<file path="src/rtl/uart_tx_fsm.sv">
// UART transmitter: start bit, DATA_BITS data bits LSB first, parity bit, stop bit.
// Line, busy and done are all registered, so the first start-bit cycle follows the accepting edge.
module uart_tx_fsm #(
    parameter int unsigned CLKS_PER_BIT = 8,
    parameter int unsigned DATA_BITS    = 8,
    parameter int unsigned PARITY_ODD   = 0
) (
    input  logic                 clk,
    input  logic                 rst,
    input  logic                 tx_start,
    input  logic [DATA_BITS-1:0] data_in,
    output logic                 tx_out,
    output logic                 busy,
    output logic                 tx_done
);

    localparam int unsigned CNT_W   = (CLKS_PER_BIT > 1) ? $clog2(CLKS_PER_BIT) : 1;
    localparam int unsigned BIT_W   = (DATA_BITS > 1) ? $clog2(DATA_BITS + 1) : 1;
    localparam logic        PAR_SEL = 1'(PARITY_ODD);

    typedef enum logic [2:0] {
        S_IDLE   = 3'd0,
        S_START  = 3'd1,
        S_DATA   = 3'd2,
        S_PARITY = 3'd3,
        S_STOP   = 3'd4
    } state_t;

    state_t               state_q, state_d;
    logic [CNT_W-1:0]     cnt_q, cnt_d;
    logic [BIT_W-1:0]     bit_cnt_q, bit_cnt_d;
    logic [DATA_BITS-1:0] shift_q, shift_d;
    logic                 parity_q, parity_d;
    logic                 tx_out_q, tx_out_d;
    logic                 busy_q, busy_d;
    logic                 tx_done_q, tx_done_d;
    logic                 bit_tick;

    // State and datapath registers
    always_ff @(posedge clk or posedge rst) begin
        if (rst) begin
            state_q   <= S_IDLE;
            cnt_q     <= '0;
            bit_cnt_q <= '0;
            shift_q   <= '0;
            parity_q  <= 1'b0;
            tx_out_q  <= 1'b1;
            busy_q    <= 1'b0;
            tx_done_q <= 1'b0;
        end else begin
            state_q   <= state_d;
            cnt_q     <= cnt_d;
            bit_cnt_q <= bit_cnt_d;
            shift_q   <= shift_d;
            parity_q  <= parity_d;
            tx_out_q  <= tx_out_d;
            busy_q    <= busy_d;
            tx_done_q <= tx_done_d;
        end
    end

    assign bit_tick = (cnt_q == CNT_W'(CLKS_PER_BIT - 1));

    // Next-state, counters and registered-output precompute
    always_comb begin
        state_d   = state_q;
        cnt_d     = cnt_q;
        bit_cnt_d = bit_cnt_q;
        shift_d   = shift_q;
        parity_d  = parity_q;
        tx_done_d = 1'b0;
        tx_out_d  = 1'b1;
        busy_d    = 1'b0;

        if (state_q != S_IDLE) begin
            cnt_d = bit_tick ? '0 : cnt_q + CNT_W'(1);
        end

        case (state_q)
            S_IDLE: begin
                cnt_d     = '0;
                bit_cnt_d = '0;
                if (tx_start) begin
                    state_d  = S_START;
                    shift_d  = data_in;
                    parity_d = (^data_in) ^ PAR_SEL;
                end
            end
            S_START: begin
                if (bit_tick) state_d = S_DATA;
            end
            S_DATA: begin
                if (bit_tick) begin
                    shift_d = shift_q >> 1;
                    if (bit_cnt_q == BIT_W'(DATA_BITS - 1)) begin
                        bit_cnt_d = '0;
                        state_d   = S_PARITY;
                    end else begin
                        bit_cnt_d = bit_cnt_q + BIT_W'(1);
                    end
                end
            end
            S_PARITY: begin
                if (bit_tick) state_d = S_STOP;
            end
            S_STOP: begin
                if (bit_tick) begin
                    state_d   = S_IDLE;
                    tx_done_d = 1'b1;
                end
            end
            default: begin
                state_d   = S_IDLE;
                cnt_d     = '0;
                bit_cnt_d = '0;
            end
        endcase

        // Line level is derived from the state being entered so tx_out is a clean flop output
        case (state_d)
            S_START:  tx_out_d = 1'b0;
            S_DATA:   tx_out_d = shift_d[0];
            S_PARITY: tx_out_d = parity_d;
            default:  tx_out_d = 1'b1;
        endcase
        busy_d = (state_d != S_IDLE);
    end

    assign tx_out  = tx_out_q;
    assign busy    = busy_q;
    assign tx_done = tx_done_q;

endmodule

</file>
<file path="config.mk">
export PLATFORM = sky130hd
export DESIGN_NAME = uart_tx_fsm
export DESIGN_NICKNAME = d
export VERILOG_FILES = /design/src/rtl/uart_tx_fsm.sv
export SDC_FILE = /design/constraint.sdc
export NUM_CORES = 1
export LEC_CHECK = 0
export ABC_CLOCK_PERIOD_IN_PS = 3500
export CORE_ASPECT_RATIO = 1.75
export CORE_MARGIN = 5
export CORE_UTILIZATION = 23
export CTS_CLUSTER_DIAMETER = 100
export DETAILED_ROUTE_END_ITERATION = 8
export PLACE_DENSITY_LB_ADDON = 0.05
export RECOVER_POWER = 50
export SYNTH_ARGS = -nofsm -noshare
export SYNTH_HDL_FRONTEND = slang
export SYNTH_SLANG_ARGS = --single-unit
</file>
<file path="constraint.sdc">
create_clock -name clk -period 3.5 [get_ports clk]
set_clock_uncertainty 0.15 [all_clocks]
set_input_delay 0.35 -clock clk [delete_from_list [all_inputs] [get_ports clk]]
set_output_delay 0.35 -clock clk [all_outputs]
set_load 0.1 [all_outputs]
</file>
# Word-level counts from Yosys, hierarchy flattened
# Index checks and enable logic that the tools add are counted.
[op_classes] n_addsub=2 eq_ne=12 muxes=21 bitwise_logic=1 reduce_logical=9
[ops] operator="two-way mux 3 bit" count=9
[ops] operator="two-way mux 8 bit" count=2
[ops] operator="one-hot mux 8 bit (2 select lines)" count=1
[ops] operator="one-hot mux 3 bit (5 select lines)" count=1
[ops] operator="== test 3 x 2 -> 1 bit (second input constant)" count=4
[ops] operator="two-way mux 4 bit" count=2
[ops] operator="one-hot mux 4 bit (2 select lines)" count=1
[ops] operator="parity 8 bit" count=1
[ops] operator="== test 3 x 1 -> 1 bit (second input constant)" count=2
[ops] operator="== test 3 bit (second input constant)" count=2
[ops] operator="nonzero test 3 bit" count=2
[ops] operator="adder 4 x 1 -> 4 bit (second input constant)" count=1
[ops] operator="== test 4 x 3 -> 1 bit (second input constant)" count=1
[ops] operator="two-way mux 1 bit" count=4
[ops] operator="inequality test 2 bit (second input constant)" count=2
[ops] operator="OR reduction 4 bit" count=1
[ops] operator="adder 3 x 1 -> 3 bit (second input constant)" count=1
[ops] operator="logical NOT 3 bit" count=1
[ops] operator="one-hot mux 1 bit (3 select lines)" count=1
[ops] operator="AND reduction 3 bit" count=1
[ops] operator="OR reduction 3 bit" count=1
[ops] operator="inequality test 2 x 1 -> 1 bit (second input constant)" count=1
[ops] operator="AND reduction 2 bit" count=1
[ops] operator="nonzero test 2 bit" count=1
[ops] operator="NOT 1 bit" count=1
[totals] ff_bits=22 out_inout_bits=3 word_cells=54

# Longest topological paths before layout
# Gate-level depths: netlist (run 1).
[depth] ltp_word=6 mapped_depth=7

# Least setup slack after synthesis (run 1)
# OpenSTA, ideal clock, no wires.
[synth_path] kind="register -> register" startpoint="register cnt_q[0]" endpoint="register busy_q (netlist: busy)" setup_time_ps=131 arrival_time_ps=1516 slack_ps=1703 stages_incl_launch_ff=7 n_path_buf=0 synth_period_minus_slack_ps=1797 path_cell_list="dfrtp_1 > ha_1 > ha_1 > nand2_1 > a211oi_1 > a22o_1 > or3_1"
[synth_between] elab_chain_len=4 elab_cells_between_ends=7 classes_between="eq/ne: 1; mux: 5; reduce/logical: 1"
[synth_lines] item="start, declared" line="30" rtl="logic [CNT_W-1:0] cnt_q, cnt_d;"
[synth_lines] item="start signal, assigned" line="52" rtl="cnt_q <= cnt_d;"
[synth_lines] item="== test 3 bit *" line="62" rtl="assign bit_tick = (cnt_q == CNT_W'(CLKS_PER_BIT - 1));"
[synth_lines] item="two-way mux 3 bit, on equally long branches"
[synth_lines] item="one-hot mux 3 bit (5 select lines) *" line="79" rtl="case (state_q)"
[synth_lines] item="via state_d[0]" line="29" rtl="state_t state_q, state_d;"
[synth_lines] item="nonzero test 3 bit *" line="126" rtl="busy_d = (state_d != S_IDLE);"
[synth_lines] item="via busy_d" line="35" rtl="logic busy_q, busy_d;"
[synth_lines] item="end signal, assigned" line="57" rtl="busy_q <= busy_d;"
[synth_lines] item="end, declared" line="35"
# The timed path passes the listed nets; every way through them passes the cells marked *.
# A chain may end at the register's enable or synchronous reset.

# Worst setup path in the final report (run 1)
[layout_path] startpoint="register tx_out_q (netlist: tx_out)" endpoint="output port tx_out"
[layout_rtl] item="start, declared" line="34" rtl="logic tx_out_q, tx_out_d;"
[layout_rtl] item="start signal, assigned" line="56" rtl="tx_out_q <= tx_out_d;"
[layout_rtl] item="end, declared" line="12" rtl="output logic tx_out,"
# No word-level cell between the ends.

==> results of run 1 <==
cell type report:
cell class | count | area [um2]
Sequential cell | 22 | 551.8
Timing Repair Buffer | 14 | 137.6
Clock buffer | 4 | 45.04
Fill cell | 530 | 3543
Inverter | 3 | 11.26
Multi-Input combinational cell | 78 | 578.1
Tap cell | 54 | 67.56
layout by cell type (no fill, tap or decap), types with 3 or more instances in the layout:
master,synthesis,routed
dfrtp_1,21,21
clkdlybuf4s50_1,0,12
nor2_1,8,8
xnor2_1,8,8
a22o_1,8,8
a21o_1,8,8
nand2_1,6,6
o21ai_0,4,4
ha_1,4,4
inv_1,3,3
clkbuf_8,0,3
layer usage:
layer  global-route usage  vias up  share of wire
li1                     -      416              -
met1              0.09115      411           0.39
met2               0.1662       13           0.58
met3              0.01838        4          0.026
met4              0.02675        0          0.012
met5                    0        -              0
worst paths after layout:
check / from / to / cells after the start
min in group asynchronous: rst / cnt_q[0] / 2
setup / recovery: tx_out / tx_out / 1
hold reg to reg: cnt_q[0] / cnt_q[0] / 1
hold / removal: cnt_q[0] / cnt_q[0] / 1
setup reg to reg: state_q[2] / busy / 5
max in group asynchronous: rst / bit_cnt_q[3] / 2
power groups by stage:
stage | Clock, uW | Sequential (uW) | Combinational (uW)
after floorplan | 0 | 269 | 23.2
after global placement | 0 | 265 | 46.8
after detailed placement | 0 | 265 | 46.9
after CTS | 173 | 260 | 46.9
after global routing | 181 | 261 | 50.0
final | 167 | 260 | 45.2
through the flow:
stage	total power [uW]	instance area, um2
finish	472.4	1391
CTS	480.0	1391
global placement	312.2	1346
global route	492.0	1391
floorplan	292.6	1165
detailed placement	312.4	1346
kinds of logic (layout without fill, tap and decap cells):
| family | Yosys count | in the layout | synth area share |
|---|---|---|---|
| DFF | 22 | 22 | 0.4737 |
| muxes | 2 | 2 | 0.01719 |
| buffers and inverters | 8 | 21 | 0.03007 |
| and+or+nand+nor | 32 | 32 | 0.1676 |
| adders and majority gates | 4 | 4 | 0.04297 |
| xor gates and xnor gates | 8 | 8 | 0.06015 |
| AOI/OAI and AO/OA | 32 | 32 | 0.2084 |
sequential cells by signal (all words and copies together) (netlist names):
name       flops
tx_done        1
shift_q        8
tx_out         1
parity_q       1
busy           1
state_q        3
cnt_q          3
bit_cnt_q      4
==> impl_metrics.py, run 1 <==
metrics = {
    "die": {
        "fp.dieArea_um2": 6644,
        "num_rows": 34,
        "ios": 14,
        "start_util": 0.2361,
        "die_w_um": 63.80,
        "dieHeight_um": 104.1,
        "coreArea_um2": 4935,
    },
    "place": {
        "dpl_worst_slack_ns": 1.291,
        "portBuffers": 13,
        "placed_cells": 171,
        "place_congestion": 0.7074,
        "dpl.hpwl_mm": 2.106,
    },
    "clocking": {
        "root_buffer": "clkbuf_8",
        "numCtsBuffers": 3,
        "clk_latency_ns": 0.26,
        "clkTransAtPathRegs_ns": 0.09,
        "cts_resized": 0,
        "cts_sinks": 22,
        "clk_path_buf_depth": 2,
        "cts_setup_buffers": 0,
        "holdBufCountCts": 0,
        "cts_htree_levels": 1,
        "cts_tree": "built",
    },
    "finish": {
        "antenna_cells": 0,
        "instances_no_fill": 175,
        "final_net_count": 137,
        "syn_to_final_growth_pct": 19.44,
        "drive_gt1_frac": 0.09091,
        "finish.utilization": 0.2819,
    },
    "synthesis": {
        "synth_flop_cell": "dfrtp_1",
        "synth_cell_type_count": 35,
        "ys_seq_area_frac": 0.4737,
        "post-synth-top-area-fraction": 0.4511,
        "synth_most_common_cell": "dfrtp_1",
        "yosys_warnings": 0,
        "netlist_area_um2": 1165,
        "syn_inst": 108,
        "syn-num-nets": 123,
        "ys_seq_elements": 22,
        "syn_area_per_cell_um2": 10.79,
        "ys_async_sr_fraction": 1.000,
        "synth_edf_count": 0,
        "synth_top_cells_by_count": "dfrtp_1, a21o_1, a22o_1, nor2_1, xnor2_1",
        "synth_area_leaders": "dfrtp_1, a22o_1, xnor2_1, a21o_1, ha_1",
        "synth_top_cell_by_area": "dfrtp_1",
    },
    "timing": {
        "worst_slew_pin_slew_ns": 0.9674,
        "rsz0062_at_grt": "false",
        "whs_ns": 0.2920,
        "max_freq_ghz": 0.4153,
        "setup_violations": 0,
        "tns_ns": 0,
        "finalCritPeriodShare": 0.6880,
        "slew_viol_final": 0,
        "min_period_ns": 2.408,
        "final-hold-violation-count": 0,
        "slew_headroom": 0.3531,
        "timing.final.ws_setup_ns": 1.092,
    },
    "global_route": {
        "overflow": 0,
        "first_global_vias": 918,
        "grt_use_total": 0.08739,
        "grt_pass1_wl_mm": 4.574,
        "grt_max_degree": 23,
        "antenna_found_initial": 0,
    },
    "detailed_routing": {
        "route.final.wire_length_mm": 2.692,
        "dr.pass1.iters": 3,
        "vias": 844,
        "antenna_left": 0,
        "initialDrtViolationCount": 27,
        "wire_per_inst_um": 15.38,
        "avgViaCountPerCell": 4.823,
        "drc": 0,
    },
    "power_and_ir_drop": {
        "p_leak_uw": 0.0006291,
        "powerDensity_nw_per_um2": 339.6,
        "p_clk_frac": 0.353,
        "combPwrFrac": 0.096,
        "seq_power_share": 0.551,
        "p_sw_frac": 0.2311,
        "p_int_uw": 363.3,
        "vdd_drop_max_mv": 0.1455,
        "p_switching_uw": 109.2,
    },
    "critical_path": {
        "path_max_fanout": 1,
        "worstSetupPathType": "flop to primary output",
        "critPathSlowestCell": "clkdlybuf4s50_1",
        "cp-end-kind": "primary output",
        "r2r_slack_ns": 1.49,
        "arrival_ns": 1.91,
        "start_kind": "flop",
        "max_stage_delay_ns": 1.12,
        "crit_chain": "clkdlybuf4s50_1",
        "worstPathBufferInverterCount": 1,
        "critical_path.top_delay_family": "buffers and inverters",
        "cp.required_ns": 3.00,
    },
    "run_status": {
        "status": "completed",
    },
    "hold_path": {
        "hp-class": "flop to flop",
    },
    "run": {
        "maxCapViolCount": 0,
    },
}
Power figures use the tool's default switching activity.
==> inputs of run 2 (changes only) <==
--- a/config.mk
+++ b/config.mk
@@ -5,7 +5,7 @@
 export SDC_FILE = /design/constraint.sdc
 export NUM_CORES = 1
 export LEC_CHECK = 0
-export ABC_CLOCK_PERIOD_IN_PS = 3500
+export ABC_CLOCK_PERIOD_IN_PS = 2490
 export CORE_ASPECT_RATIO = 1.75
 export CORE_MARGIN = 5
 export CORE_UTILIZATION = 23
==> constraint.sdc (replaced) <==
create_clock -name clk -period 2.49 [get_ports clk]
set_clock_uncertainty 0.15 [all_clocks]
set_input_delay 0.249 -clock clk [delete_from_list [all_inputs] [get_ports clk]]
set_output_delay 0.249 -clock clk [all_outputs]
set_load 0.1 [all_outputs]
==> run 2 against run 1 <==
  * Flip-flop and latch count is the same
  * Clock-buffer cell count did not move
  * Non-clock buffer count rose by 1
  * Largest cell class unchanged
  * Clock power increased by 64%
  * Register-to-register slack got worse by 0.97 ns
  * Hold slack better by 0.0094 ns
  * First-iteration DRC count decreased by 56%
  * Largest power group unchanged
  * Core utilization rose by 0.051 points
  * Wire length down 0.63%
==> impl_metrics.py, run 2 (synthesis results as in run 1) <==
metrics = {
    "detailed_routing": {
        "wire_per_inst_um": 15.20,
        "initialDrtViolationCount": 12,
        "antenna_left": 0,
        "route.final.wire_length_mm": 2.675,
        "drc": 0,
        "avgViaCountPerCell": 4.824,
        "dr.pass1.iters": 4,
        "vias": 849,
    },
    "critical_path": {
        "cp.required_ns": 2.50,
        "ff2ff_path_depth": 6,
        "cp-end-kind": "flop",
        "arrival_ns": 1.98,
        "cp.depth": 6,
        "worstSetupPathType": "flop to flop",
        "max_stage_delay_ns": 0.39,
        "start_kind": "flop",
        "critical_path.top_delay_family": "adder cells",
        "path_max_fanout": 6,
        "crit_chain": "ha_1, ha_1, nand2_1, a211oi_1, a22o_1, or3_1",
        "worstPathBufferInverterCount": 0,
        "cp_common_cell": "ha_1",
        "critPathSlowestCell": "dfrtp_1",
    },
    "finish": {
        "nFillCells": 530,
        "syn_to_final_growth_pct": 19.66,
        "multi_input_area_um2": 578.1,
        "largest_register_ffs": 8,
        "final-seq-area_um2": 551.8,
        "final_net_count": 138,
        "reg_top3": "shift_q (8), bit_cnt_q (4)",
        "layout_commonest_cell": "dfrtp_1",
        "largest-register": "shift_q",
        "antenna_cells": 0,
        "final_cell_mix": "dfrtp_1, clkdlybuf4s50_1",
        "drive_gt1_frac": 0.1148,
    },
    "timing": {
        "timing.final.ws_setup_ns": 0.5195,
        "setup_violations": 0,
        "final-hold-violation-count": 0,
        "worst_slew_pin_slew_ns": 1.289,
        "finalCritPeriodShare": 0.7914,
        "rsz0062_at_grt": "false",
        "slew_viol_final": 0,
        "max_freq_ghz": 0.5075,
        "min_period_ns": 1.971,
        "tns_ns": 0,
        "slew_headroom": 0.1409,
    },
    "global_route": {
        "overflow": 0,
        "top_usage_layer": "met2",
        "grt_max_degree": 23,
        "grt_use_total": 0.08755,
        "grt_pass1_wl_mm": 4.512,
        "met2_usage": 0.1619,
        "first_global_vias": 939,
        "antenna_found_initial": 0,
        "use_met3": 0.01297,
        "gr-usage-met1": 0.09097,
    },
    "power_and_ir_drop": {
        "vdd_drop_max_mv": 0.2397,
        "p_total_uw": 705.1,
        "p_leak_uw": 0.0006376,
        "powerDensity_nw_per_um2": 505.9,
    },
    "run": {
        "maxCapViolCount": 0,
    },
    "die": {
        "start_util": 0.2361,
        "fp.dieArea_um2": 6644,
        "num_rows": 34,
        "ios": 14,
        "die_w_um": 63.80,
        "coreArea_um2": 4935,
        "dieHeight_um": 104.1,
    },
    "clocking": {
        "numCtsBuffers": 3,
        "cts_htree_levels": 1,
        "clk_path_buf_depth": 2,
        "cts_setup_buffers": 0,
        "cts_tree": "built",
        "root_buffer": "clkbuf_8",
        "clkTransAtPathRegs_ns": 0.09,
        "holdBufCountCts": 0,
        "cts_sinks": 22,
        "clk_latency_ns": 0.27,
        "cts_resized": 0,
    },
    "run_status": {
        "status": "completed",
    },
    "place": {
        "portBuffers": 13,
        "place_congestion": 0.7187,
        "dpl.hpwl_mm": 2.061,
        "dpl_worst_slack_ns": 0.5131,
    },
    "hold_path": {
        "hp-class": "flop to flop",
        "whs_path_depth": 1,
    },
}
## run 2: changes by cell type in the layout (fill, tap and decap cells not counted), sizes merged
| cell | change |
|---|---|
| buf | +2 |
| clkbuf | +2 |
| clkdlybuf4s50 | -3 |
## run 2: final timing paths
check                           startpoint          to  slack [ns]
worst min register to register    cnt_q[0]    cnt_q[0]        0.30
worst min-delay path              cnt_q[0]    cnt_q[0]        0.30
worst max-delay path              cnt_q[0]        busy        0.52
worst max register to register    cnt_q[0]        busy        0.52
min in group asynchronous              rst  shift_q[2]        0.68
max in group asynchronous              rst        busy        0.75
## run 2: area by class of cell
type | count | share of cell area
clock buffer | 4 | 0.03950
timing repair buffer | 15 | 0.09336
inverter | 3 | 0.008079
multi-input combinational | 78 | 0.4147
sequential | 22 | 0.3959
tap | 54 | 0.04847
## run 2: layer usage
| metal | wire (um) | part of all wire |
|---|---|---|
| met4 | 53 | 0.020 |
| met5 | 0 | 0 |
| met1 | 1074 | 0.40 |
| met3 | 54 | 0.020 |
| met2 | 1493 | 0.56 |
## run 2: where the power goes
group / internal (uW) / switching [uW]
Clock: 141 / 133
Sequential: 363 / 2.70
Combinational: 33.1 / 31.9
Total: 538 / 167
## run 2: stage by stage
stage	std cells	hold slack, ns	util	instance area [um2]
after floorplan	108	0.08748	-	1165
after global placement	172	0.2737	0.2728	1346
after detailed placement	172	0.2917	0.2728	1346
after CTS	176	0.1786	0.2840	1401
after global routing	176	0.3157	0.2825	1394
final	176	0.3014	0.2825	1394
==> inputs of run 3 (changes only) <==
--- a/config.mk
+++ b/config.mk
@@ -5,7 +5,7 @@
 export SDC_FILE = /design/constraint.sdc
 export NUM_CORES = 1
 export LEC_CHECK = 0
-export ABC_CLOCK_PERIOD_IN_PS = 2490
+export ABC_CLOCK_PERIOD_IN_PS = 2000
 export CORE_ASPECT_RATIO = 1.75
 export CORE_MARGIN = 5
 export CORE_UTILIZATION = 23
==> constraint.sdc (replaced) <==
create_clock -name clk -period 2 [get_ports clk]
set_clock_uncertainty 0.15 [all_clocks]
set_input_delay 0.2 -clock clk [delete_from_list [all_inputs] [get_ports clk]]
set_output_delay 0.2 -clock clk [all_outputs]
set_load 0.1 [all_outputs]
==> run 3 against run 2 <==
  * Flip-flop and latch count is the same
  * Hold slack lost 0.0097 ns
  * Core utilization grew 1.5 points
  * Via count grew 1.2%
  * Die area is the same
  * Critical endpoint unchanged
  * Highest routed layer unchanged
==> impl_metrics.py, run 3 (synthesis results as in run 1) <==
metrics = {
    "global_route": {
        "antenna_found_initial": 0,
        "grt_pass1_wl_mm": 4.843,
        "overflow": 0,
        "first_global_vias": 980,
        "grt_use_total": 0.09283,
        "grt_max_degree": 23,
    },
    "power_and_ir_drop": {
        "vdd_drop_max_mv": 0.2504,
        "p_clk_frac": 0.442,
        "p_leak_uw": 0.0006616,
        "p_sw_frac": 0.2121,
        "p_switching_uw": 205.7,
        "p_int_uw": 764.3,
        "combPwrFrac": 0.087,
        "powerDensity_nw_per_um2": 661.5,
        "seq_power_share": 0.471,
    },
    "hold_path": {
        "whs_path_depth": 1,
        "hp-class": "flop to flop",
        "min-delay-start": "cnt_q[0]",
        "worst_hold_path.endpoint": "cnt_q[0]",
    },
    "timing": {
        "setup_violations": 0,
        "tns_ns": 0,
        "max_freq_ghz": 0.5205,
        "rsz0062_at_grt": "false",
        "final-hold-violation-count": 0,
        "slew_viol_final": 0,
        "worst_slew_pin_slew_ns": 1.240,
        "finalCritPeriodShare": 0.9605,
        "slew_headroom": 0.1734,
        "min_period_ns": 1.921,
    },
    "finish": {
        "reg_top3": "shift_q (8), bit_cnt_q (4)",
        "antenna_cells": 0,
        "largest_register_ffs": 8,
        "layout_commonest_cell": "dfrtp_1",
        "syn_to_final_growth_pct": 25.89,
        "drive_gt1_frac": 0.1694,
        "final_cell_mix": "dfrtp_1, clkdlybuf4s50_1",
        "final_net_count": 140,
        "instances_no_fill": 178,
        "largest-register": "shift_q",
        "final_area_um2": 1466,
    },
    "critical_path": {
        "cp-end-kind": "flop",
        "r2r_slack_ns": 0.08,
        "reg2reg_from": "cnt_q[0]",
        "start_kind": "flop",
        "arrival_ns": 1.93,
        "critPathSlowestCell": "dfrtp_1",
        "r2r-end": "busy",
        "cp.required_ns": 2.00,
        "crit_chain": "ha_1, ha_4, nand2_1, a211oi_2, a22o_1, or3_1",
        "ff2ff_path_depth": 6,
        "worstSetupPathType": "flop to flop",
        "max_stage_delay_ns": 0.39,
        "path_max_fanout": 6,
    },
    "detailed_routing": {
        "wire_per_inst_um": 15.70,
        "dr.pass1.iters": 4,
        "drc": 0,
        "initialDrtViolationCount": 36,
        "route.final.wire_length_mm": 2.794,
        "vias": 859,
        "avgViaCountPerCell": 4.826,
        "antenna_left": 0,
    },
    "run_status": {
        "status": "completed",
    },
    "die": {
        "die_w_um": 63.80,
        "ios": 14,
        "fp.dieArea_um2": 6644,
        "start_util": 0.2361,
        "coreArea_um2": 4935,
        "dieHeight_um": 104.1,
        "num_rows": 34,
    },
    "clocking": {
        "cts_sinks": 22,
        "clkTransAtPathRegs_ns": 0.09,
        "cts_setup_buffers": 0,
        "cts_htree_levels": 1,
        "cts_tree": "built",
        "clk_latency_ns": 0.27,
        "clk_path_buf_depth": 2,
        "root_buffer": "clkbuf_8",
        "numCtsBuffers": 3,
    },
    "place": {
        "place_congestion": 0.6834,
        "portBuffers": 13,
        "placed_cells": 174,
        "dpl.hpwl_mm": 2.147,
        "dpl_cell_area_um2": 1374,
    },
    "run": {
        "maxCapViolCount": 0,
    },
}
-- run 3: worst max path at each step --
stage          slack (ns)      from      to  cells after the start
2_1_floorplan        0.20  cnt_q[0]    busy                      6
3_3_place_gp         0.04  cnt_q[0]  tx_out                      6
3_5_place_dp         0.03  cnt_q[0]  tx_out                      6
4_1_cts              0.02  cnt_q[0]  tx_out                      6
5_1_grt              0.01  cnt_q[0]    busy                      6
6_report             0.08  cnt_q[0]    busy                      6
-- run 3: cell type report --
cell class	count	area (um2)
tap	54	67.56
inverter	3	11.26
multi-input combinational	78	605.6
sequential	22	551.8
clock inverter	1	30.03
fill	520	3468
clock buffer	3	41.29
timing repair buffer	17	158.9
-- run 3: power groups by stage --
| stage | registers, uW | clock network (uW) | logic (uW) |
|---|---|---|---|
| detailed placement | 466 | 0 | 88.0 |
| global placement | 466 | 0 | 87.7 |
| global route | 458 | 462 | 93.7 |
| finish | 457 | 429 | 84.1 |
| floorplan | 472 | 0 | 40.5 |
| CTS | 457 | 445 | 88.3 |
-- run 3: routing by layer --
metal / vias to the layer above / global-route usage / part of all wire
li1: 423 / - / -
met1: 418 / 0.1012 / 0.40
met2: 16 / 0.1705 / 0.55
met3: 2 / 0.01622 / 0.036
met4: 0 / 0.03566 / 0.011
met5: - / 0 / 0
-- run 3: timing repair --
action,4_1_cts,5_1_grt
setup endpoints to repair,0,8
resized for setup,0,6
hold buffers,0,0
-- run 3: metrics by stage --
stage / hold slack [ns] / power [uW] / worst slack (ns) / util
2_1_floorplan: 0.03848 / 512.1 / 0.2027 / -
3_3_place_gp: 0.2725 / 553.5 / 0.04154 / 0.2784
5_1_grt: 0.3262 / 1013 / 0.01103 / 0.2972
6_report: 0.2917 / 970.0 / 0.07891 / 0.2972
4_1_cts: 0.1422 / 989.9 / 0.01801 / 0.2929
3_5_place_dp: 0.2884 / 553.7 / 0.02507 / 0.2784
-- run 3: worst max-delay path, delay by kind of cell, from the launching register on --
kind | cells | cell delay [ns]
flops | 1 | 0.39
compound gates | 2 | 0.37
fa+ha+maj | 2 | 0.44
simple gates | 2 | 0.47
